$ cat src/rtl/fetch_pkg.sv
// Shared types and constants for the instruction-fetch stage.
package fetch_pkg;

  localparam int unsigned PC_WIDTH  = 9;
  localparam int unsigned INS_WIDTH = 32;

  localparam logic [INS_WIDTH-1:0] NOP_INSTR = 32'h0000_0013;
  localparam int unsigned          PC_STEP   = 4;

  typedef enum logic [1:0] {
    FS_REQ,
    FS_WAIT,
    FS_FULL
  } fetch_state_t;

  typedef struct packed {
    logic                 valid;
    logic [PC_WIDTH-1:0]  pc;
    logic [INS_WIDTH-1:0] instr;
  } if_id_t;

endpackage

$ cat src/rtl/fetch_stage_if.sv
// Handshaked instruction-memory port: the fetch stage is master, the memory is slave.
interface fetch_stage_if import fetch_pkg::*; #(
  parameter int unsigned PC_W  = PC_WIDTH,
  parameter int unsigned INS_W = INS_WIDTH
);

  logic             req;
  logic [PC_W-1:0]  addr;
  logic             gnt;
  logic             rvalid;
  logic [INS_W-1:0] rdata;

  modport master (output req, addr, input gnt, rvalid, rdata);
  modport slave  (input req, addr, output gnt, rvalid, rdata);

endinterface

$ cat src/rtl/fetch_buffer.sv
// Small in-order buffer for fetched {pc, instr} pairs that IF/ID cannot take yet.
module fetch_buffer import fetch_pkg::*; #(
  parameter int unsigned Depth = 1,
  parameter int unsigned Width = PC_WIDTH + INS_WIDTH
) (
  input  logic             clk_i,
  input  logic             reset_i,
  input  logic             wr_en_i,
  input  logic [Width-1:0] wr_data_i,
  input  logic             rd_en_i,
  input  logic             clear_i,
  output logic             empty_o,
  output logic             full_o,
  output logic [Width-1:0] rd_data_o
);

  localparam int unsigned CntW = $clog2(Depth + 1);

  logic [Width-1:0] mem_q [Depth];
  logic [Width-1:0] mem_d [Depth];
  logic [CntW-1:0]  cnt_q, cnt_d;

  assign empty_o   = (cnt_q == '0);
  assign full_o    = (cnt_q == CntW'(Depth));
  assign rd_data_o = mem_q[0];

  // Entry 0 is always the head; a read shifts the rest down.
  always_comb begin
    mem_d = mem_q;
    cnt_d = cnt_q;
    if (rd_en_i && !empty_o) begin
      for (int i = 0; i < int'(Depth) - 1; i++) begin
        mem_d[i] = mem_q[i+1];
      end
      cnt_d = cnt_q - CntW'(1);
    end
    if (wr_en_i && (cnt_d != CntW'(Depth))) begin
      for (int i = 0; i < int'(Depth); i++) begin
        if (i == int'(cnt_d)) begin
          mem_d[i] = wr_data_i;
        end
      end
      cnt_d = cnt_d + CntW'(1);
    end
    if (clear_i) begin
      cnt_d = '0;
    end
  end

  always_ff @(posedge clk_i or posedge reset_i) begin
    if (reset_i) begin
      mem_q <= '{default: '0};
      cnt_q <= '0;
    end else begin
      mem_q <= mem_d;
      cnt_q <= cnt_d;
    end
  end

endmodule

$ cat src/rtl/fetch_stage.sv
// Instruction-fetch stage: owns the PC, keeps one imem request in flight, drives IF/ID.
// Define FETCH_BUF_EN to replace the single hold register with a 2-entry FIFO.
module fetch_stage import fetch_pkg::*; #(
  parameter int unsigned PC_W  = PC_WIDTH,
  parameter int unsigned INS_W = INS_WIDTH
) (
  input  logic             clk_i,
  input  logic             reset_i,
  input  logic             stall_i,
  input  logic             redirect_valid_i,
  input  logic [PC_W-1:0]  redirect_pc_i,
  fetch_stage_if.master    imem_io,
  output logic             if_id_valid_o,
  output logic [PC_W-1:0]  if_id_pc_o,
  output logic [INS_W-1:0] if_id_instr_o
);

`ifdef FETCH_BUF_EN
  localparam int unsigned BufDepth = 2;
`else
  localparam int unsigned BufDepth = 1;
`endif
  localparam int unsigned EntW = PC_W + INS_W;

  fetch_state_t    state_q, state_d;
  logic [PC_W-1:0] pc_q, pc_d;
  logic [PC_W-1:0] req_pc_q, req_pc_d;
  logic            stale_q, stale_d;
  logic            req_q, req_d;
  if_id_t          if_id_q, if_id_d;

  logic            fire, rsp, live_rsp, if_id_free, one_free;
  logic            buf_wr, buf_rd, buf_empty, buf_full;
  logic [EntW-1:0] buf_head;

  fetch_buffer #(
    .Depth (BufDepth),
    .Width (EntW)
  ) u_buffer (
    .clk_i     (clk_i),
    .reset_i   (reset_i),
    .wr_en_i   (buf_wr),
    .wr_data_i ({req_pc_q, imem_io.rdata}),
    .rd_en_i   (buf_rd),
    .clear_i   (redirect_valid_i),
    .empty_o   (buf_empty),
    .full_o    (buf_full),
    .rd_data_o (buf_head)
  );

  // req_q mirrors FS_REQ except in the first cycle after reset, when it is still low.
  assign fire       = req_q && imem_io.gnt;
  assign rsp        = (state_q == FS_WAIT) && imem_io.rvalid;
  assign live_rsp   = rsp && !stale_q;
  assign if_id_free = !if_id_q.valid || !stall_i;
  assign one_free   = (BufDepth == 1) ? buf_empty : (!buf_empty && !buf_full);

  // The buffered head always goes to IF/ID before a direct response, keeping program order.
  assign buf_rd = !redirect_valid_i && if_id_free && !buf_empty;
  assign buf_wr = !redirect_valid_i && live_rsp && (!if_id_free || !buf_empty);

  always_comb begin
    state_d  = state_q;
    pc_d     = pc_q;
    req_pc_d = req_pc_q;
    stale_d  = stale_q;
    if_id_d  = if_id_q;

    if (if_id_free) begin
      if_id_d.valid = 1'b0;
      if_id_d.instr = NOP_INSTR;
    end
    if (buf_rd) begin
      if_id_d.valid = 1'b1;
      if_id_d.pc    = buf_head[EntW-1 -: PC_W];
      if_id_d.instr = buf_head[INS_W-1:0];
    end else if (if_id_free && live_rsp) begin
      if_id_d.valid = 1'b1;
      if_id_d.pc    = req_pc_q;
      if_id_d.instr = imem_io.rdata;
    end

    unique case (state_q)
      FS_REQ: begin
        if (fire) begin
          req_pc_d = pc_q;
          pc_d     = pc_q + PC_W'(PC_STEP);
          state_d  = FS_WAIT;
        end
      end
      FS_WAIT: begin
        if (rsp) begin
          stale_d = 1'b0;
          state_d = (buf_wr && !buf_rd && one_free) ? FS_FULL : FS_REQ;
        end
      end
      FS_FULL: begin
        if (buf_rd) begin
          state_d = FS_REQ;
        end
      end
      default: state_d = FS_REQ;
    endcase

    if (redirect_valid_i) begin
      pc_d          = {redirect_pc_i[PC_W-1:2], 2'b00};
      if_id_d.valid = 1'b0;
      if_id_d.instr = NOP_INSTR;
      if (((state_q == FS_WAIT) && !imem_io.rvalid) || fire) begin
        stale_d = 1'b1;
        state_d = FS_WAIT;
      end else begin
        stale_d = 1'b0;
        state_d = FS_REQ;
      end
    end

    req_d = (state_d == FS_REQ);
  end

  always_ff @(posedge clk_i or posedge reset_i) begin
    if (reset_i) begin
      state_q  <= FS_REQ;
      pc_q     <= '0;
      req_pc_q <= '0;
      stale_q  <= 1'b0;
      req_q    <= 1'b0;
      if_id_q  <= '{valid: 1'b0, pc: '0, instr: NOP_INSTR};
    end else begin
      state_q  <= state_d;
      pc_q     <= pc_d;
      req_pc_q <= req_pc_d;
      stale_q  <= stale_d;
      req_q    <= req_d;
      if_id_q  <= if_id_d;
    end
  end

  assign imem_io.req  = req_q;
  assign imem_io.addr = (state_q == FS_REQ) ? pc_q : req_pc_q;

  assign if_id_valid_o = if_id_q.valid;
  assign if_id_pc_o    = if_id_q.pc;
  assign if_id_instr_o = if_id_q.instr;

endmodule

$ cat src/flat_wrapper.sv
// flat-port wrapper written by rule: the top's interface ports become plain ports
module fetch_stage_flat import fetch_pkg::*;
#(
  parameter int unsigned PC_W  = PC_WIDTH,
  parameter int unsigned INS_W = INS_WIDTH
)
  (clk_i, reset_i, stall_i, redirect_valid_i, redirect_pc_i, if_id_valid_o, if_id_pc_o, if_id_instr_o, imem_io_req, imem_io_addr, imem_io_gnt, imem_io_rvalid, imem_io_rdata);
  fetch_stage_if #(.PC_W(PC_W), .INS_W(INS_W)) imem_io_i ();
  input  logic clk_i;
  input  logic reset_i;
  input  logic stall_i;
  input  logic redirect_valid_i;
  input  logic [PC_W-1:0] redirect_pc_i;
  output logic if_id_valid_o;
  output logic [PC_W-1:0] if_id_pc_o;
  output logic [INS_W-1:0] if_id_instr_o;
  output wire logic [$bits(imem_io_i.req)-1:0] imem_io_req;
  output wire logic [$bits(imem_io_i.addr)-1:0] imem_io_addr;
  input wire logic [$bits(imem_io_i.gnt)-1:0] imem_io_gnt;
  input wire logic [$bits(imem_io_i.rvalid)-1:0] imem_io_rvalid;
  input wire logic [$bits(imem_io_i.rdata)-1:0] imem_io_rdata;
  assign imem_io_req = imem_io_i.req;
  assign imem_io_addr = imem_io_i.addr;
  assign imem_io_i.gnt = imem_io_gnt;
  assign imem_io_i.rvalid = imem_io_rvalid;
  assign imem_io_i.rdata = imem_io_rdata;
  fetch_stage #(.PC_W(PC_W), .INS_W(INS_W)) u_core (.clk_i(clk_i), .reset_i(reset_i), .stall_i(stall_i), .redirect_valid_i(redirect_valid_i), .redirect_pc_i(redirect_pc_i), .imem_io(imem_io_i), .if_id_valid_o(if_id_valid_o), .if_id_pc_o(if_id_pc_o), .if_id_instr_o(if_id_instr_o));
endmodule
$ cat config.mk
export PLATFORM = sky130hd
export DESIGN_NAME = fetch_stage_flat
export DESIGN_NICKNAME = d
export VERILOG_FILES = /design/src/rtl/fetch_pkg.sv /design/src/rtl/fetch_stage_if.sv /design/src/rtl/fetch_buffer.sv /design/src/rtl/fetch_stage.sv /design/src/flat_wrapper.sv
export SDC_FILE = /design/constraint.sdc
export NUM_CORES = 1
export LEC_CHECK = 0
export BUFFER_PORTS_ARGS = -buffer_cell sky130_fd_sc_hd__buf_2
export CAP_MARGIN = 20
export CORE_MARGIN = 2
export CORE_UTILIZATION = 40
export DETAILED_ROUTE_END_ITERATION = 6
export GPL_TIMING_DRIVEN = 0
export PLACE_DENSITY = 0.73
export REMOVE_ABC_BUFFERS = 1
export SETUP_SLACK_MARGIN = 0.4
export SLEW_MARGIN = 20
export SYNTH_ARGS = -nofsm -noshare
export SYNTH_HDL_FRONTEND = slang
export SYNTH_SLANG_ARGS = --single-unit
export TNS_END_PERCENT = 50
$ cat constraint.sdc
create_clock -name clk_i -period 3 [get_ports clk_i]
set_clock_uncertainty 0.05 [all_clocks]
set_input_delay 0.45 -clock clk_i [delete_from_list [all_inputs] [get_ports clk_i]]
set_output_delay 0.45 -clock clk_i [all_outputs]
set_load 0.01 [all_outputs]
After elaboration in Yosys (flattened, before gate mapping)
Cells that the tools add are included.

Flip-flop bits (word level): 106. Word-level logic and storage cells: 76.

Add/subtract/negate cells: 3. Eq/ne operators: 2. Multiplexer cells: 24. Bitwise operators: 2. Reduce and logical (&&, ||, !) cells: 35.

Operators by type and width (number): 2-to-1 mux 42 bit (2); 2-to-1 mux 32 bit (2); 2-to-1 mux 9 bit (4); logical AND 1 bit (13); 2-to-1 mux 1 bit (10); 2-to-1 mux 2 bit (5); nonzero test 2 bit (5); adder 9 x 3 -> 9 bit, second input constant (1); AND reduction 2 bit (4); logical NOT 1 bit (7); one-hot mux 2 bit (3 select lines) (1); logical NOT 2 bit (2); nonzero test 4 bit (1); logical OR 1 bit (3); == test 2 x 1 -> 1 bit, second input constant (1); == test 2 bit, second input constant (1); inverter 1 bit (2); adder 1 bit, second input constant (1); subtractor 1 bit, second input constant (1).

Longest topological paths before layout
Gate-level depths: netlist (run 1).

Word-level depth: 12. Gate-level depth with buffers: 7. Depth with buffers taken out: 4.

Modules after synthesis
Synthesis (run 1) repeated with hierarchy kept, for this count alone.

Cells, all modules: 439. Area total of the unflattened synthesis: 4748.3 um^2.

Modules (own cells, without submodules): fetch_stage (times used 1, cells an instance 346, area each 3149.3 um^2, seq. area each 1505.2 um^2); fetch_buffer (times used 1, cells an instance 93, area each 1599.0 um^2, seq. area each 1051.0 um^2).

Least setup slack after synthesis (run 1)
Ideal clock, no wire load.

Path type: input-to-reg. Start: in stall_i. End: reg u_core.u_buffer.mem_q, in the netlist u_core.u_buffer.rd_data_o[10]. Arrival time: 1685 ps. Required time: 2823 ps. Path slack: 1138 ps. Stages: 7. Path buffers: 3. Cells stage by stage: and2_1 buf_4 xnor2_1 nor3_2 buf_6 buf_6 mux2_1.

Longest elaborated chain between the ends: 9. Elaborated cells between the ends (all ways): 12.

RTL lines: from (decl) (RTL line flat_wrapper.sv:11) `input logic stall_i;`; logical NOT 1 bit (*) (RTL line fetch_stage.sv:55) `assign if_id_free = !if_id_q.valid || !stall_i;`; logical OR 1 bit (*) (RTL line fetch_stage.sv:55); logical AND 1 bit (2 in series) (RTL line fetch_stage.sv:59) `assign buf_rd = !redirect_valid_i && if_id_free && !buf_empty;`; logical AND 1 bit (RTL line fetch_buffer.sv:31) `if (rd_en_i && !empty_o) begin`; 2-to-1 mux 1 bit (RTL line fetch_buffer.sv:31); inverter 1 bit (no line); logical AND 1 bit (RTL line fetch_buffer.sv:37) `if (wr_en_i && (cnt_d != CntW'(Depth))) begin`; AND reduction 2 bit (no line) (*); to (signal assigned) (RTL line fetch_buffer.sv:55) `mem_q <= mem_d;`; to (decl) (RTL line fetch_buffer.sv:19) `logic [Width-1:0] mem_q [Depth];`.

Every way passes the cells marked *; elsewhere a longest branch is shown, timed or not. A chain may end at the register's enable or synchronous reset.

Worst setup path after layout (run 1)
Start: reg u_core.if_id_q, in the netlist u_core.if_id_valid_o. End: reg u_core.if_id_q, in the netlist u_core.if_id_instr_o[2].

Longest elaborated chain between the ends: 6. Elaborated cells between the ends (all ways): 9.

RTL lines: from (decl) (RTL line fetch_stage.sv:30) `if_id_t if_id_q, if_id_d;`; from (signal assigned) (RTL line fetch_stage.sv:128) `if_id_q <= '{valid: 1'b0, pc: '0, instr: NOP_INSTR};`; from (signal assigned) (RTL line fetch_stage.sv:135) `if_id_q <= if_id_d;`; logical NOT 1 bit (*) (RTL line fetch_stage.sv:55); logical OR 1 bit (*) (RTL line fetch_stage.sv:55); logical AND 1 bit, on equally long branches (RTL line fetch_stage.sv:77, fetch_stage.sv:59); 2-to-1 mux 42 bit or logical AND 1 bit (tied branches) (RTL line fetch_stage.sv:77, fetch_stage.sv:59); 2-to-1 mux 42 bit (RTL line fetch_stage.sv:73) `if (buf_rd) begin`; 2-to-1 mux 32 bit (RTL line fetch_stage.sv:105) `if (redirect_valid_i) begin`.

Every way passes the cells marked *; elsewhere a longest branch is shown, timed or not. The select of a mux whose other input is x is not followed.

==> results of run 1 <==
-- synthesized netlist by cell type, drive strengths merged (3+ instances only) --
master  instances
dfrtp          95
nand2          70
mux2           53
a31oi          28
nand3          28
clkbuf         16
buf            14
mux2i          11
o21ai          11
a21oi          10
nor2           10
xor2            5
nand4           4
dfstp           3
inv             3
o22ai           3
-- stage by stage --
stage	worst slack, ns	cell area (µm²)
after detailed placement	0.269	4920
after global routing	0.298	5120
after CTS	0.413	5110
final	0.575	5120
after floorplan	-0.480	4200
after global placement	-1.96	4830
-- flip-flops by register name, summed over array words and instances, names as in the netlist --
register / count
u_core.stale_q: 1
u_core.if_id_instr_o: 32
u_core.req_pc_q: 7
u_core.pc_q: 7
u_core.state_q: 2
u_core.u_buffer.rd_data_o: 39
u_core.imem_io.req: 1
u_core.u_buffer.full_o: 1
u_core.if_id_valid_o: 1
u_core.if_id_pc_o: 7
-- worst max-delay path, stage by stage (launching register included) --
cell and delay, ns:
dfrtp_1 0.42, nand2_2 0.61, nand3b_1 0.69, mux2i_1 0.27
o41ai_1 0.26
-- area by class of cell --
class | instances | area, µm²
clock inverters | 3 | 40.0
well taps | 140 | 175
inverters | 3 | 16.3
fillers | 984 | 5580
repair buffers | 97 | 548
flip-flops and latches | 98 | 2460
multi-input cells | 259 | 1740
clock buffers | 12 | 145
-- logic make-up after synthesis --
family | Yosys count | share of synthesized area (%)
and+or+nand+nor | 126 | 13.6
adders and majority gates | 1 | 0.288
DFF | 98 | 56.5
xor gates and xnor gates | 7 | 1.41
other | 1 | 0.0863
buffers and inverters | 33 | 3.97
muxes | 64 | 16.3
AOI/OAI and AO/OA | 57 | 7.86
-- path summary, 6_finish.rpt --
kind                                         startpoint                           end  slack, ns  cells past startpoint
setup / recovery                   u_core.if_id_valid_o       u_core.if_id_instr_o[2]       0.58                      4
max in group asynchronous                       reset_i       u_core.if_id_instr_o[4]       2.21                      3
hold reg to reg            u_core.u_buffer.rd_data_o[7]  u_core.u_buffer.rd_data_o[7]       0.45                      1
hold / removal                                  reset_i      u_core.if_id_instr_o[28]       0.04                      2
setup reg to reg                   u_core.if_id_valid_o       u_core.if_id_instr_o[2]       0.58                      4
min in group clk_i                     redirect_pc_i[2]                u_core.pc_q[2]       0.23                      3
-- report_power, final --
| part | leakage, nW | total, mW | internal (mW) | switching [mW] |
|---|---|---|---|---|
| registers | 1.30 | 1.77 | 1.59 | 0.186 |
| logic | 1.07 | 0.750 | 0.381 | 0.369 |
| clock network | 0.0962 | 0.836 | 0.402 | 0.434 |
| total | 2.46 | 3.36 | 2.37 | 0.989 |
-- routing by layer --
layer,part of all wire (%),vias up,GRT usage [%]
met5,0,-,0
met4,0.53,0,4.67
met3,6.1,4,5.73
met2,49,89,28.6
met1,44,1587,22.5
li1,-,1513,-
==> impl.org, run 1 <==
** Worst setup path
- Launching element type of the critical path :: flip-flop
- The setup path with the least slack is of type reg2reg.
- Crit. End Element :: flip-flop
- Worst-path maximum fanout :: 37
- CP arrival :: 2.63 ns
- STA puts the critical path data required time at 3.21 ns.

** Drt
- DRC violations left :: 0
- Wires add up to 9.67 mm.
- In this run the remaining antenna-violating nets after routing total 0.
- Iteration count of the initial detailed-routing pass :: 7
- Vias per Instance :: 5.22
- Vias after detailed routing :: 3193
- Violation count after the first detailed-route iteration :: 206
- In the final routed layout, each cell accounts on average for 15.8 µm.

** Clocking
- TritonCTS built the clock tree.
- Number of gates resized after CTS :: 0
- Clock-pin slew was measured on the worst setup and hold paths at 0.09 ns.
- TritonCTS Buffers :: 9
- In this run, post-CTS hold repair placed 0 buffers.
- Root Driver :: clkbuf_8
- Maximum count of clock buffers along a single path :: 2
- In this run the post-CTS setup repair buffer count came out at 0.
- Clock latency reported for the late side of the worst-skew pair :: 0.37 ns
- Number of clock sinks seen by CTS :: 98
- The H-tree was split into 3 levels.

** Global route
- Total global routing overflow :: 0
- The first global-routing pass estimated 15.9 mm of wire.
- Initial antenna violation count :: 0
- Across every metal layer, demand over resource in global routing totals 17.5%.
- The number of global-route vias before repair was 3148.
- Largest net degree at the start of global routing :: 57

** Logic synthesis
- The Yosys step of the flow raised 0 warnings.
- Yosys top cell area share :: 54.7%
- Mean post-synth cell area :: 11.2 µm²
- Top_reg_cell synth :: dfrtp_1
- Sequential elements use 56.5% of the synthesized area.
- After synthesis, the share of flip-flops with an asynchronous set or reset is 100%.
- Netlist area before placement :: 4350 µm²
- Flip-flop and latch count after synthesis :: 98
- Yosys mapped the design onto 39 distinct sky130hd cell types.
- Number of instances in the synthesized netlist :: 387
- Largest area contributor in the synthesized netlist :: dfrtp_1
- Counting flops with a built-in enable in the synthesized netlist gives 0.
- Yosys attributes the largest share of cell area to dfrtp_1 55%, mux2_2 11%, nand2_1 6.0%.

** Placed design
- The congestion estimate from routability-driven global placement came to 0.760.
- Post-placement cell count :: 596
- DPL Wire Length :: 6.27 mm
- Quantity of I/O buffers inserted on ports :: 92

** Cells and area
- Commonest non-fill, non-tap cells in the layout :: 94 x dfrtp_1, 92 x buf_2, 68 x nand2_1
- Final layout net count :: 516
- The library cell used most frequently in the layout, excluding fill and tap cells, is dfrtp_1.
- The post-route netlist has 34.7% of its cells at a drive strength greater than 1.
- Antenna Diode Count :: 0
- Once layout is complete, the utilization of the core stands at 47.9%.
- Area growth from synthesis to layout :: 17.8%
- Final Instance Count excl. Fillers :: 612

** Timing
- RSZ-0062 raised after global routing :: yes
- Headroom to the max-slew limit :: 28.4%
- The final critical path takes up 80.8% of the cycle.
- Total of endpoints with negative setup slack in the final report :: 0
- Static timing analysis puts the maximum clock frequency at 412 MHz.
- The routed design could run at a clock period as short as 2.42 ns.
- Adding up every negative setup slack in the final design gives 0 ns.
- Number of hold-slack violations in the final timing report :: 0
- Max-slew violation total from the final report :: 0
- Hold Worst Slack :: 0.0442 ns
- Transition time at the pin with the least slew margin :: 1.07 ns

** Floorplan
- Measured along the x axis, the die boundary spans 108 µm.
- The die is 108 µm tall.
- The die covers 11700 µm².
- The floorplan has 38 rows.
- Floorplan Core Area :: 10700 µm²
- The initial utilization of the core area, before any placement, comes to 40.6%.
- Boundary pin count :: 99

** Min path
- The min-delay analysis places its worst path in the category in2async.

** Power and ir drop
- In this run the power density over the cells is 656 nW/µm².
- For this design the static power due to leakage is 2.46 nW.
- IR analysis of the VDD net gives a maximum drop of 0.390 mV.
- Overall power of the completed layout :: 3.36 mW

** Job
- Number of max-capacitance violations reported :: 0

** Outcome
- Result of the run :: finished, final reports clean
Power figures use the tool's default switching activity.
==> run 2, diff against run 1 <==
- clock period: 3 -> 2.2 ns (I/O delays scaled with it)
==> impl.org, run 2 (same netlist as run 1, synthesis figures left out) <==
** Global route
- The total track usage was 19.1% (was 17.5%).
- The maximum number of pins on one net before global-route repair is 57 (unchanged).
- Initial antenna violation count :: 0 (unchanged)
- The number of global-route vias before repair came to 3251 (was 3148).
- Wire length of the first global-routing pass :: 16.9 mm (was 15.9 mm)
- Total global routing overflow :: 0 (unchanged)

** Worst setup path
- The critical path capture point was imem_io_addr[3] (was u_core.if_id_instr_o[2]).
- Crit. End Element :: output port (was flip-flop)
- WS Path Type :: reg2out (was reg2reg)
- The largest fanout on the critical path came to 7 (was 37).
- Launching element type of the critical path :: flip-flop (unchanged)
- The data required time at the worst endpoint is 1.82 ns (was 3.21 ns).
- The startpoint of the worst setup timing path is u_core.state_q[1] (was u_core.if_id_valid_o).
- The worst path arrival time was 1.52 ns (was 2.63 ns).
- The worst flop-to-flop path startpoint is u_core.if_id_valid_o (unchanged).
- Reg-to-reg critical path endpoint :: u_core.u_buffer.rd_data_o[10] (was u_core.if_id_instr_o[2])
- Worst reg2reg path depth :: 6 (was 4)
- The internal reg-to-reg setup slack was 0.41 ns (was 0.58 ns).

** Timing
- Of the available clock period, the critical path in the final layout requires 86.4%.
- Derived from the worst setup path, the maximum achievable clock frequency is 526 MHz.
- Max-slew violation total from the final report :: 0 (unchanged)
- Counting I/O delays and the setup requirement, the final critical path takes 1.90 ns.
- The tightest hold margin is 0.106 ns (was 0.0442 ns).
- Setup slack of the critical path after layout :: 0.299 ns (was 0.575 ns)
- The total of endpoints with negative setup slack in the final report is 0 (unchanged).
- Headroom to the max-slew limit :: 28.4% (about the same)
- Transition time at the pin with the least slew margin :: 1.07 ns (about the same)
- The final count of hold timing violations is 0 (unchanged).
- RSZ-0062 raised after global routing: yes (unchanged).

** Drt
- Violation count after the first detailed-route iteration :: 192 (was 206)
- Sum of routed wire segments on met1 :: 4.77 mm (was 4.28 mm)
- Met3 routed WL :: 507 µm (was 589 µm)
- The final routed DRC violation total came to 0 (unchanged).
- Top layer used by detailed routing :: met4 (unchanged)
- The final routed wirelength across all metal layers came to 10.9 mm (was 9.67 mm).
- Average wire length per cell after detail routing :: 17.1 µm (was 15.8 µm)
- The via total after detailed routing was 3308 (was 3193).
- The length of the first detailed-routing pass in iterations was 4 (was 7).
- Met2 WL :: 5.50 mm (was 4.74 mm)
- The remaining antenna violation count was 0 (unchanged).
- The number of vias per cell after detailed routing came to 5.19 (was 5.22).

** Cells and area
- The fraction of layout instances using a drive strength above 1 was 39.2% (was 34.7%).
- The most common library cell in the layout ignoring fill and taps is dfrtp_1 (unchanged).
- Area growth from synthesis to layout :: 27.2% (was 17.8%)
- The flip-flop count of the largest register, all copies and words added came to 39 (unchanged).
- The count of filler cells inserted in the layout is 943 (was 984).
- The count of inserted antenna diode cells is 0 (unchanged).
- Final layout net count :: 541 (was 516)
- Final Instance Count excl. Fillers :: 637 (was 612)
- The final standard cell utilization of the core came to 51.7% (was 47.9%).
- Commonest non-fill, non-tap cells in the layout :: 91 x dfrtp_1, 85 x buf_2, 68 x nand2_1 (was 94 x dfrtp_1, 92 x buf_2, 68 x nand2_1)

** Power and ir drop
- Switch share :: 29.5% (was 29.4%)
- Internal portion of total power :: 3.42 mW (was 2.37 mW)
- The power density normalized to cell area was 878 nW/µm² (was 656 nW/µm²).
- Psw :: 1.43 mW (was 989 µW)
- The maximum vdd drop was 0.535 mV (was 0.390 mV).
- Fraction of power consumed by sequential logic :: 49.9% (was 52.8%)
- Overall power of the completed layout :: 4.86 mW (was 3.36 mW)
- Leak pwr :: 2.65 nW (was 2.46 nW)
- The portion of total power attributed to the clock network is 23.7% (was 24.9%).
- Share of total power in combinational logic :: 26.4% (was 22.3%)

** Clocking
- The number of sinks on the clock net came to 98 (unchanged).
- CTS tree :: built (unchanged)
- Clock latency reported for the late side of the worst-skew pair :: 0.37 ns (about the same)
- The clock root buffer master was clkbuf_8 (unchanged).
- The total clock buffers created by CTS is 9 (unchanged).
- The H-tree depth came to 3 (unchanged).
- The clock-pin slew of the registers on the worst-case setup and hold paths was 0.09 ns (about the same).
- Maximum count of clock buffers along a single path :: 2 (unchanged)

** Placed design
- DPL Wire Length :: 6.27 mm (unchanged)
- Worst-case setup slack after placement :: -0.411 ns (was 0.269 ns)
- The count of input and output buffers came to 92 (unchanged).
- GPL Wtd Cong :: 0.760 (unchanged)
- Post-placement cell count :: 596 (unchanged)

** Floorplan
- The number of standard-cell rows in the floorplan was 38 (unchanged).
- Floorplan Core Area :: 10700 µm² (unchanged)
- The floorplan die area was 11700 µm² (unchanged).
- Initial standard-cell utilization of the core :: 40.6% (unchanged)
- Boundary pin count :: 99 (unchanged)
- Die Y-Extent :: 108 µm (unchanged)
- The horizontal die dimension is 108 µm (unchanged).

** Min path
- Hold path cells :: 3
- The worst hold-check path type was in2reg (was in2async).

** Outcome
- Result of the run :: finished, final reports clean (unchanged)

** Job
- Number of max-capacitance violations reported :: 0 (unchanged)
## run 2: cell types whose count changed in the layout (fill, tap and decap cells not counted), sizes merged
cell	previous run	this run
dlygate4sd3	0	1
and2	1	2
nor3	2	3
buf	97	118
clkbuf	12	13
## run 2: layout make-up
type                            count  area (µm²)  share of cell area, %
Clock buffer                       12         145                   2.63
Clock inverter                      3        40.0                  0.724
Inverter                            3        16.3                  0.294
Multi-Input combinational cell    261        1840                   33.2
Sequential cell                    98        2460                   44.6
Tap cell                          140         175                   3.17
Timing Repair Buffer              120         852                   15.4
## run 2: power by group through the flow
stage	sequential, mW	clock [mW]	combinational (mW)
global placement	2.42	0	0.980
global route	2.46	1.25	1.40
CTS	2.42	1.19	1.12
detailed placement	2.45	0	1.02
finish	2.42	1.15	1.28
floorplan	2.43	0	0.625
## run 2: critical path, cell delays in order (launching register included)
cell	delay, ns
dfrtp_2	0.46
nor2_4	0.11
buf_12	0.13
mux2_4	0.31
buf_6	0.12
## run 2: per-stage QoR
stage	TNS, ns	instance area [µm²]
finish	0	5530
global route	0	5530
CTS	0	5330
detailed placement	-16.60	4920
global placement	-295.80	4830
floorplan	-118.43	4200
## run 2: what timing repair did
action / in CTS / in global routing
resized for setup: 12 / 19
setup buffers: 14 / 8
endpoints found under the hold margin: 42 / 0
hold buffers: 1 / 0
pin swaps: 6 / 3
gates cloned: 2 / 1
endpoints found under the setup margin: 85 / 73
## run 2: worst min-delay path by stage
| stage | startpoint | endpoint | slack [ns] |
|---|---|---|---|
| finish | redirect_pc_i[2] | u_core.pc_q[2] | 0.11 |
| global route | redirect_pc_i[2] | u_core.pc_q[2] | 0.1 |
| global placement | u_core.u_buffer.rd_data_o[3] | u_core.u_buffer.rd_data_o[3] | 0.42 |
| CTS | redirect_pc_i[6] | u_core.pc_q[6] | 0.09 |
| detailed placement | reset_i | u_core.if_id_instr_o[11] | 0.32 |
| floorplan | redirect_valid_i | u_core.if_id_valid_o | 0.34 |
## run 2: per-layer routing
| layer | global-route usage (%) | vias up |
|---|---|---|
| met5 | 0 | - |
| met4 | 4.49 | 0 |
| met3 | 5.55 | 9 |
| met2 | 31.6 | 79 |
| met1 | 24.9 | 1659 |
| li1 | - | 1561 |
